[config.mk]
export PLATFORM = sky130hd
export DESIGN_NAME = hazard_detect
export DESIGN_NICKNAME = d
export VERILOG_FILES = /design/src/rtl/hazard_detect.sv
export SDC_FILE = /design/constraint.sdc
export NUM_CORES = 1
export LEC_CHECK = 0
export CORE_ASPECT_RATIO = 2
export CORE_MARGIN = 1
export CORE_UTILIZATION = 47
export CTS_BUF_LIST = sky130_fd_sc_hd__clkbuf_2
export DETAILED_ROUTE_END_ITERATION = 10
export PLACE_DENSITY = 0.85
export SLEW_MARGIN = 15
export SYNTH_ARGS = -nofsm -noshare
export SYNTH_HDL_FRONTEND = slang
export SYNTH_SLANG_ARGS = --single-unit
[constraint.sdc]
create_clock -name clk -period 2.71 [get_ports clk]
set_input_delay 0.542 -clock clk [delete_from_list [all_inputs] [get_ports clk]]
set_output_delay 0.542 -clock clk [all_outputs]
set_load 0.02 [all_outputs]
[src/rtl/hazard_detect.sv]
// hazard_detect: load-use / branch hazard detection with a two-state stall
// FSM, IF/ID squash on taken branches and jumps, and saturating stall/flush
// performance counters. All control outputs are combinational.
module hazard_detect (
    input  logic        clk,
    input  logic        rst,
    input  logic        MemRead_ex,
    input  logic        RegWrite_ex,
    input  logic [4:0]  RegWriteAddr_ex,
    input  logic        MemRead_mem,
    input  logic [4:0]  RegWriteAddr_mem,
    input  logic [4:0]  RsAddr_id,
    input  logic [4:0]  RtAddr_id,
    input  logic        UsesRs_id,
    input  logic        UsesRt_id,
    input  logic        Branch_id,
    input  logic        Taken_id,
    input  logic        Jump_id,
    input  logic        Freeze,
    output logic        PCWrite,
    output logic        IFIDWrite,
    output logic        IDEXFlush,
    output logic        IFIDFlush,
    output logic [15:0] StallCnt,
    output logic [15:0] FlushCnt
);

    typedef enum logic {
        RUN  = 1'b0,
        HOLD = 1'b1
    } state_t;

    state_t     state, state_next;
    logic [1:0] remain, remain_next;

    logic       hit_ex, hit_mem;
    logic       haz_lu, haz_ba, haz_bl2, haz_bl1;
    logic [1:0] need;
    logic       hold_active;
    logic       stall;

    // A producer matches only a source the ID instruction really reads; $0 never matches.
    assign hit_ex  = (RegWriteAddr_ex != 5'd0) &&
                     ((UsesRs_id && (RsAddr_id == RegWriteAddr_ex)) ||
                      (UsesRt_id && (RtAddr_id == RegWriteAddr_ex)));
    assign hit_mem = (RegWriteAddr_mem != 5'd0) &&
                     ((UsesRs_id && (RsAddr_id == RegWriteAddr_mem)) ||
                      (UsesRt_id && (RtAddr_id == RegWriteAddr_mem)));

    // Branches compare in ID without EX forwarding, so they wait on ALU results too.
    assign haz_lu  = !Branch_id && MemRead_ex && hit_ex;
    assign haz_ba  = Branch_id && RegWrite_ex && !MemRead_ex && hit_ex;
    assign haz_bl2 = Branch_id && MemRead_ex && hit_ex;
    assign haz_bl1 = Branch_id && MemRead_mem && hit_mem;

    assign need = haz_bl2                      ? 2'd2 :
                  (haz_lu || haz_ba || haz_bl1) ? 2'd1 : 2'd0;

    // While rst is high the outputs behave as if the FSM were already in RUN.
    assign hold_active = (state == HOLD) && !rst;
    assign stall       = !Freeze && (hold_active || (need != 2'd0));

    // Pipeline enables/flushes; Freeze forces everything low.
    always_comb begin
        // NOTE: every output gets a default first so no path can infer a latch.
        PCWrite   = 1'b0;
        IFIDWrite = 1'b0;
        IDEXFlush = 1'b0;
        IFIDFlush = 1'b0;
        if (!Freeze) begin
            if (stall) begin
                // The branch outcome is not valid yet, so never squash while stalling.
                IDEXFlush = 1'b1;
            end else begin
                PCWrite   = 1'b1;
                IFIDWrite = 1'b1;
                IFIDFlush = (Branch_id && Taken_id) || Jump_id;
            end
        end
    end

    // Next-state logic: a need of 2 parks in HOLD; HOLD ignores new hazards.
    always_comb begin
        state_next  = state;
        remain_next = remain;
        if (!Freeze) begin
            unique case (state)
                RUN: begin
                    if (need == 2'd2) begin
                        state_next  = HOLD;
                        remain_next = 2'd1;
                    end
                end
                HOLD: begin
                    remain_next = remain - 2'd1;
                    if (remain_next == 2'd0) begin
                        state_next = RUN;
                    end
                end
                default: state_next = RUN;
            endcase
        end
    end

    // State register; reset wins over Freeze and aborts any pending stall.
    always_ff @(posedge clk) begin
        // NOTE: sequential state uses non-blocking assignments so all flops update together.
        if (rst) begin
            state  <= RUN;
            remain <= 2'd0;
        end else begin
            state  <= state_next;
            remain <= remain_next;
        end
    end

    // Saturating performance counters; both are implicitly held while frozen.
    always_ff @(posedge clk) begin
        if (rst) begin
            StallCnt <= 16'd0;
            FlushCnt <= 16'd0;
        end else begin
            if (stall && (StallCnt != 16'hFFFF)) begin
                StallCnt <= StallCnt + 16'd1;
            end
            if (IFIDFlush && (FlushCnt != 16'hFFFF)) begin
                FlushCnt <= FlushCnt + 16'd1;
            end
        end
    end

endmodule

==> results of run 1 <==
==> cells in the final DEF (no fill, tap or decap), drive strengths merged, types with 3 or more instances in the layout <==
| cell type | instances |
|---|---|
| dfxtp | 35 |
| xnor2 | 22 |
| nand3 | 15 |
| nand4b | 3 |
| clkdlybuf4s50 | 57 |
| and3 | 4 |
| buf | 28 |
| nor2 | 24 |
| nor2b | 5 |
| or3 | 14 |
| ha | 3 |
| dlygate4sd2 | 3 |
| a21oi | 22 |
| mux2 | 5 |
| or2 | 3 |
| o21ai | 15 |
| inv | 6 |
| clkbuf | 6 |
| nand4 | 14 |
| nand2 | 16 |
| mux2i | 3 |
==> worst min-delay path by stage <==
stage,cells after the start,slack [ps],endpoint,start
global route,1,530,remain[0]$_SDFFE_PP0P_,remain[0]$_SDFFE_PP0P_
finish,1,510,remain[0]$_SDFFE_PP0P_,remain[0]$_SDFFE_PP0P_
detailed placement,1,480,remain[0]$_SDFFE_PP0P_,remain[0]$_SDFFE_PP0P_
global placement,1,460,remain[0]$_SDFFE_PP0P_,remain[0]$_SDFFE_PP0P_
CTS,1,500,remain[0]$_SDFFE_PP0P_,remain[0]$_SDFFE_PP0P_
floorplan,1,440,remain[0]$_SDFFE_PP0P_,remain[0]$_SDFFE_PP0P_
==> through the flow <==
step | util [%] | std cells | area [um^2] | hold WS (ps)
CTS | 70.8 | 388 | 2920 | 503
global placement | 69.8 | 379 | 2880 | 460
floorplan | - | 247 | 2030 | 444
finish | 71.5 | 388 | 2950 | 508
global route | 71.5 | 388 | 2950 | 529
detailed placement | 69.8 | 379 | 2880 | 475
==> metal layers <==
| layer | up-vias | routed length [um] |
|---|---|---|
| met5 | - | 0 |
| met4 | 0 | 261 |
| met3 | 20 | 165 |
| met2 | 70 | 3110 |
| met1 | 1047 | 1890 |
| li1 | 1079 | - |
==> cells by family after synthesis <==
logic type               count (synthesis)
AND/OR/NAND/NOR                        105
AO/OA/AOI/OAI                           58
flip-flops                              35
XOR/XNOR                                23
buffers and inverters                   15
multiplexers                             8
adder cells (fa/ha/maj)                  3
==> layout make-up <==
cell class	count	area, um^2
multi-input combinational	197	1280
inverter	6	22.5
fill	349	1180
tap	52	65.1
clock buffer	6	30.0
clock inverter	2	12.5
timing repair buffer	90	836
sequential	35	701
==> power by group through the flow <==
stage | Clock (uW) | Sequential, uW | Combinational, uW
3_5_place_dp | 0 | 533 | 180
2_1_floorplan | 0 | 536 | 74.2
5_1_grt | 279 | 524 | 193
3_3_place_gp | 0 | 533 | 176
6_report | 253 | 523 | 180
4_1_cts | 256 | 523 | 177
==> sequential cells by signal, summed over array words and instances (netlist names) <==
signal and cells:
FlushCnt 16, remain 2, StallCnt 16, state 1
==> what timing repair did <==
| item | in CTS | in global routing |
|---|---|---|
| pin swaps | 1 | 2 |
| resized for setup | 24 | 7 |
| gates cloned | 0 | 0 |
| setup endpoints to repair | 4 | 4 |
| buffers inserted | 1 | 0 |
==> flow_summary.yaml, run 1 <==
status:
  status: "finished, final reports clean"
yosys:
  synth_common_cells: "35 x dfxtp_1, 24 x nor2_1, 22 x a21oi_1, 22 x xnor2_1, 16 x nand2_1"
  yosysTopAreaCell: "dfxtp_1"
  syn-num-nets: 281
  synth_edf_count: 0
  syn_area_um2: 2030
  synth-simple-area-share_pct: 28.0
  syn_avg_cell_area_um2: 8.21
  synth_compound_area_share_pct: 18.3
  synthDistinctLibCells: 45
  synthAdderAreaFrac_pct: 1.85
  yosysTopAreaCellShare_pct: 34.6
  synth-seq-cells: 35
  synthMuxAreaShare_pct: 4.26
  ys_warn_count: 0
  synth_top_family_by_area: "simple AND/OR/NAND/NOR gates"
  synth-seq-area-share_pct: 34.6
  synthFlopType: "dfxtp_1"
  synth-xor-area-share_pct: 9.94
  synth.most_common_cell: "dfxtp_1"
  ys_top_cells_by_area: "dfxtp_1 35%, xnor2_1 9.5%, a21oi_1 5.4%"
  synth_cells: 247
  async_reset_ff_share_pct: 0
run:
  cap_violations: 0
power:
  p_total_uw: 956
  power_frac_clock_pct: 26.4
  power_frac_seq_pct: 54.7
  ir_drop_mv: 0.280
  p_comb_share_pct: 18.9
  swShare_pct: 28.4
  p_per_area_nw_per_um2: 324
  switching_power_uw: 272
  leakagePower_uw: 0.00106
  p_int_uw: 684
sta:
  setup_ws_ps: 80.3
  finalMaxSlewViolations: 0
  skew_ps: 16.1
  relSlewSlack_pct: 74.5
  fin_crit_sh_pct: 97.0
  tns_ps: 0
  max_slew.worst_pin.slew_ps: 382
  finalHoldViolations: 0
  setup_viol: 0
  period_minus_slack_ps: 2630
  clock.fmax_mhz: 380
floorplan:
  die_area_um2: 4600
  start_util_pct: 49.1
  rows: 33
  die_x_um: 48.4
  io_pins: 67
  die_y_um: 94.9
  placeableCoreArea_um2: 4130
detailed_routing:
  drt-initial-drc-count: 24
  vias: 2216
  drc: 0
  viasPerCell: 5.71
  wl_um: 5420
  routedWlPerCell_um: 14.0
  drtPass1Iterations: 4
  ant_nets: 0
setup_path:
  reg2reg_slack_ps: 560
  critPathRequiredTime_ps: 2170
  cpMaxStageDelayCell: "or3_1"
  worst_path_largest_cell_delay_ps: 380
  critPathTopFamily: "simple AND/OR/NAND/NOR gates"
  cp_cell_sequence: "dlygate4sd2_1, or3_1, o311a_1, a22oi_4, nand2_2, nor2_2, buf_4"
  crit_end: "IFIDWrite"
  worstSetupPathType: "in -> out"
  cp_data_arrival_time_ps: 2090
  reg2reg_to: "StallCnt[15]$_SDFFE_PP0P_"
  crit_start: "RegWriteAddr_mem[0]"
  worst-path-max-fanout: 3
  endpoint_kind: "output pin"
  r2r_cells: 8
  path_depth: 7
  reg2reg_from: "StallCnt[6]$_SDFFE_PP0P_"
  cp.buffers_inverters: 2
  worst_setup_path_start_kind: "primary input"
clock_tree:
  insertion_delay_ps: 400
  clock-sinks: 35
  htree_levels: 2
  cts_root_buffer: "clkbuf_2"
  cts.clk_slew.worst_paths_ps: 180
  clockBufferDepth: 2
  cts_hold_repair.buffers: 0
  numCtsBuffers: 5
  tritoncts: "built"
place:
  port-buffer-count: 66
  dpl.hpwl_um: 4280
  gp_congestion: 0.819
  dp_slack_ps: -595
cells_and_area:
  fin_nets: 369
  final_layout_size_suffix_gt1_share_pct: 16.1
  areaGrowthSynthToFinish_pct: 45.6
  n_antenna_cell: 0
global_route:
  grt_use_met1_pct: 22.6
  grt-ovfl-total: 0
  antenna_found_initial: 0
  use_met3_pct: 2.74
  grt_pass1_vias: 2213
  track_usage_pct: 25.5
  grt_pass1_wl_um: 9160
  busiest_layer: "met2"
  grt_max_degree: 39
  grt_use_met2_pct: 51.3
min_path:
  hp-class: "reg -> reg"
Note: power is estimated with default switching activity, not from simulation.
==> run 2, diff against run 1 <==
Settings changed: CTS_BUF_LIST sky130_fd_sc_hd__clkbuf_2 to sky130_fd_sc_hd__clkbuf_4, PLACE_DENSITY 0.85 to 0.82, SLEW_MARGIN 15 to 30.
==> flow_summary.yaml, run 2 (same netlist as run 1, synthesis figures left out) <==
detailed_routing:
  viasPerCell: 5.62
  drc: 0
  vias: 2157
  ant_nets: 0
  drt-initial-drc-count: 44
  routedWlPerCell_um: 13.5
  drtPass1Iterations: 4
  wl_um: 5180
status:
  status: "finished, final reports clean"
floorplan:
  die_x_um: 48.4
  io_pins: 67
  rows: 33
  start_util_pct: 49.1
  die_y_um: 94.9
  die_area_um2: 4600
  placeableCoreArea_um2: 4130
setup_path:
  critPathTopFamily: "buffers and inverters"
  worst-path-max-fanout: 2
  crit_start: "RtAddr_id[0]"
  worstSetupPathType: "in -> out"
  reg2reg_slack_ps: 550
  reg2reg_from: "FlushCnt[7]$_SDFFE_PP0P_"
  crit_end: "IDEXFlush"
  cp.buffers_inverters: 3
  cp_cell_sequence: "clkdlybuf4s50_1, xnor2_1, nand4_1, o22ai_2, a22oi_4, buf_6, a21oi_1, buf_2"
  endpoint_kind: "output pin"
  worst_path_largest_cell_delay_ps: 550
  r2r_cells: 9
  cp_data_arrival_time_ps: 2120
  path_depth: 8
  reg2reg_to: "FlushCnt[10]$_SDFFE_PP0P_"
  critPathRequiredTime_ps: 2170
  worst_setup_path_start_kind: "primary input"
  cpMaxStageDelayCell: "clkdlybuf4s50_1"
global_route:
  antenna_found_initial: 0
  grt-ovfl-total: 0
  grt_pass1_vias: 2023
  track_usage_pct: 23.0
  grt_pass1_wl_um: 8370
  grt_max_degree: 39
min_path:
  hp-class: "reg -> reg"
  timing.hold.worst.start: "remain[0]$_SDFFE_PP0P_"
cells_and_area:
  fin_area_um2: 2950
  areaGrowthSynthToFinish_pct: 45.4
  layout_commonest_cell: "clkdlybuf4s50_1"
  n_antenna_cell: 0
  fin_nets: 365
  final_layout_size_suffix_gt1_share_pct: 14.8
  biggestRegsByFlops: "FlushCnt (16), StallCnt (16), remain (2)"
  layout_common_cells: "59 x clkdlybuf4s50_1, 35 x dfxtp_1, 23 x nor2_1, 22 x xnor2_1, 22 x a21oi_1"
power:
  ir_drop_mv: 0.336
  leakagePower_uw: 0.00104
  p_total_uw: 996
  p_per_area_nw_per_um2: 338
clock_tree:
  insertion_delay_ps: 350
  tritoncts: "built"
  clockBufferDepth: 2
  htree_levels: 2
  cts.clk_slew.worst_paths_ps: 100
  cts_root_buffer: "clkbuf_4"
  clock-sinks: 35
  numCtsBuffers: 5
  cts_hold_repair.buffers: 0
sta:
  clock.fmax_mhz: 376
  period_minus_slack_ps: 2660
  max_slew.worst_pin.slew_ps: 386
  setup_ws_ps: 48.7
  setup_viol: 0
  relSlewSlack_pct: 74.3
  fin_crit_sh_pct: 98.2
  finalMaxSlewViolations: 0
  tns_ps: 0
  skew_ps: 11.5
  finalHoldViolations: 0
place:
  dp_slack_ps: -553
  dpl.hpwl_um: 4060
  port-buffer-count: 66
  gp_congestion: 0.931
  dpl-instance-area_um2: 2870
run:
  cap_violations: 0
-- run 2: changes by cell type in the layout (fill, tap and decap cells not counted), sizes merged --
cell / previous run / this run
dlymetal6s2s: 2 / 0
clkdlybuf4s50: 57 / 59
buf: 28 / 24
-- run 2: power breakdown --
part	internal [uW]	switching [uW]	leakage (uW)
clock	110	184	0.0000317
combinational	99.4	81.1	0.000724
sequential	518	3.58	0.000282
-- run 2: worst register-to-register path, delay by kind of cell, from the launching register on --
| kind | cells | cell delay [ps] |
|---|---|---|
| and+or+nand+nor | 5 | 1090 |
| DFF | 1 | 350 |
| AOI/OAI and AO/OA | 2 | 340 |
| buffers and inverters | 2 | 310 |
-- run 2: layout make-up --
class	instances	area, um^2
multi-input combinational	197	1280
fill	346	1180
timing repair buffer	86	816
sequential	35	701
tap	52	65.1
clock buffer	6	45.0
inverter	6	22.5
clock inverter	2	12.5
-- run 2: per-stage QoR --
step / util [%] / std cells / hold WS [ps]
3_3_place_gp: 69.4 / 375 / 457
2_1_floorplan: - / 247 / 444
4_1_cts: 71.1 / 384 / 493
5_1_grt: 71.4 / 384 / 532
3_5_place_dp: 69.4 / 375 / 478
6_report: 71.4 / 384 / 497
-- run 2: worst min-delay path by stage --
| stage | to | slack [ps] | depth (start not counted) |
|---|---|---|---|
| CTS | remain[0]$_SDFFE_PP0P_ | 490 | 1 |
| global route | FlushCnt[10]$_SDFFE_PP0P_ | 530 | 2 |
| global placement | remain[0]$_SDFFE_PP0P_ | 460 | 1 |
| detailed placement | remain[0]$_SDFFE_PP0P_ | 480 | 1 |
| finish | remain[0]$_SDFFE_PP0P_ | 500 | 1 |
| floorplan | remain[0]$_SDFFE_PP0P_ | 440 | 1 |
-- run 2: repair_timing --
action                     4_1_cts  5_1_grt
cloned                           0        0
resized for setup               27        2
setup endpoints to repair        4        4
pin swaps                        5        0
buffers inserted                 1        0
-- run 2: routing by layer --
layer,routed length (um),vias up,global-route usage (%),share of wire (%)
li1,-,1069,-,-
met1,1890,1020,19.8,36
met2,3030,55,48.7,59
met3,132,13,3.22,2.5
met4,129,0,12.0,2.5
met5,0,-,0,0
==> run 3, diff against run 2 <==
Settings changed: CORE_ASPECT_RATIO 2 to 0.6, CORE_UTILIZATION 47 to 46, CTS_BUF_LIST sky130_fd_sc_hd__clkbuf_4 to sky130_fd_sc_hd__clkbuf_16, PLACE_DENSITY 0.82 to 0.8, SKIP_CTS_REPAIR_TIMING from default to 1.
==> flow_summary.yaml, run 3 (same netlist as run 1, synthesis figures left out) <==
status:
  status: "finished with violations"
  violations: "setup timing"
setup_path:
  worst_setup_path_start_kind: "primary input"
  reg2reg_slack_ps: 530
  critPathRequiredTime_ps: 2170
  worst-path-max-fanout: 3
  endpoint_kind: "output pin"
  reg2reg_from: "StallCnt[0]$_SDFFE_PP0P_"
  cp_cell_sequence: "clkdlybuf4s50_1, xnor2_1, nand4_1, o22ai_2, a22oi_4, buf_6, a21oi_2, buf_4"
  worst_path_largest_cell_delay_ps: 480
  cpMaxStageDelayCell: "clkdlybuf4s50_1"
  r2r_cells: 8
  reg2reg_to: "StallCnt[5]$_SDFFE_PP0P_"
  worstSetupPathType: "in -> out"
  cp_data_arrival_time_ps: 2280
cells_and_area:
  biggestRegsByFlops: "FlushCnt (16), StallCnt (16), remain (2)"
  layout_commonest_cell: "clkdlybuf4s50_1"
  n_antenna_cell: 0
  layout_common_cells: "51 x clkdlybuf4s50_1, 35 x dfxtp_1, 27 x buf_4, 23 x nor2_1, 21 x a21oi_1"
  fin_nets: 371
  n_fill_cell: 291
  final_layout_size_suffix_gt1_share_pct: 17.5
  areaGrowthSynthToFinish_pct: 56.0
detailed_routing:
  drt-initial-drc-count: 122
  wl_um: 5940
  ant_nets: 0
  vias: 2197
  drc: 0
  drtPass1Iterations: 4
  viasPerCell: 5.52
  routedWlPerCell_um: 14.9
sta:
  tns_ps: -138
  clock.fmax_mhz: 355
  fin_crit_sh_pct: 104
  finalHoldViolations: 0
  period_minus_slack_ps: 2820
  skew_ps: 3.36
  max_slew.worst_pin.slew_ps: 383
  whs_ps: 486
  finalMaxSlewViolations: 0
  relSlewSlack_pct: 74.5
  setup_ws_ps: -109
  setup_viol: 2
floorplan:
  placeableCoreArea_um2: 4170
  die_area_um2: 4680
  io_pins: 67
  die_y_um: 53.4
  rows: 18
  start_util_pct: 48.6
  die_x_um: 87.7
clock_tree:
  cts_root_buffer: "clkbuf_16"
  insertion_delay_ps: 280
  tritoncts: "built"
  htree_levels: 2
  clockBufferDepth: 2
  clock-sinks: 35
  numCtsBuffers: 5
  cts.clk_slew.worst_paths_ps: 50
global_route:
  grt_max_degree: 39
  grt_pass1_wl_um: 9270
  grt-ovfl-total: 0
  grt_pass1_vias: 2011
  antenna_found_initial: 0
  track_usage_pct: 26.3
power:
  power_frac_clock_pct: 47.9
  swShare_pct: 23.0
  ir_drop_mv: 0.295
  leakagePower_uw: 0.00123
  switching_power_uw: 316
  p_per_area_nw_per_um2: 434
  p_int_uw: 1060
  p_comb_share_pct: 14.0
  power_frac_seq_pct: 38.0
min_path:
  worstHoldEndpoint: "remain[0]$_SDFFE_PP0P_"
  timing.hold.worst.start: "remain[0]$_SDFFE_PP0P_"
  hp-class: "reg -> reg"
  worstHoldPathCells: 1
run:
  cap_violations: 0
place:
  port-buffer-count: 66
  dp_slack_ps: -591
  gp_congestion: 0.852
  dpl.hpwl_um: 4280
run 3: how the worst max path moves through the flow:
stage,startpoint,to,slack (ps),cells after the start
3_3_place_gp,RegWriteAddr_mem[1],IFIDWrite,-530,7
4_1_cts,RegWriteAddr_mem[0],IDEXFlush,-620,9
6_report,RegWriteAddr_mem[3],IDEXFlush,-110,8
5_1_grt,RegWriteAddr_mem[3],IDEXFlush,-110,8
2_1_floorplan,RegWriteAddr_mem[0],PCWrite,60,6
3_5_place_dp,RegWriteAddr_mem[0],IDEXFlush,-590,9
run 3: final cells by class:
class	count	area [um^2]	area share, %
clock inverters	3	43.8	1.38
multi-input cells	197	1310	41.5
inverters	6	22.5	0.712
well taps	60	75.1	2.37
repair buffers	92	885	28.0
flip-flops and latches	35	701	22.2
clock buffers	5	125	3.96
run 3: layer usage:
layer	part of all wire (%)	wire, um	track usage, %
met1	46	2740	34.1
met2	47	2790	43.4
met3	5.1	305	6.08
met4	1.6	96	8.74
met5	0	0	0
run 3: power groups by stage:
| stage | combinational (uW) | sequential [uW] | clock [uW] |
|---|---|---|---|
| detailed placement | 179 | 533 | 0 |
| CTS | 180 | 522 | 661 |
| global route | 203 | 522 | 687 |
| global placement | 176 | 533 | 0 |
| finish | 192 | 522 | 658 |
| floorplan | 74.2 | 536 | 0 |
run 3: worst max-delay path: cells and delay by family:
family,cells,cell delay [ps]
buffers and inverters,3,780
and+or+nand+nor,1,170
xor gates and xnor gates,1,270
AOI/OAI and AO/OA,3,510
run 3: through the flow:
step                utilization [%]  instances  cell area [um^2]  total power [uW]
floorplan                         -        247              2030               610
global placement               69.6        388              2900               708
detailed placement             69.6        388              2900               713
CTS                            73.7        396              3070              1360
global route                   75.9        398              3160              1410
finish                         75.9        398              3160              1370
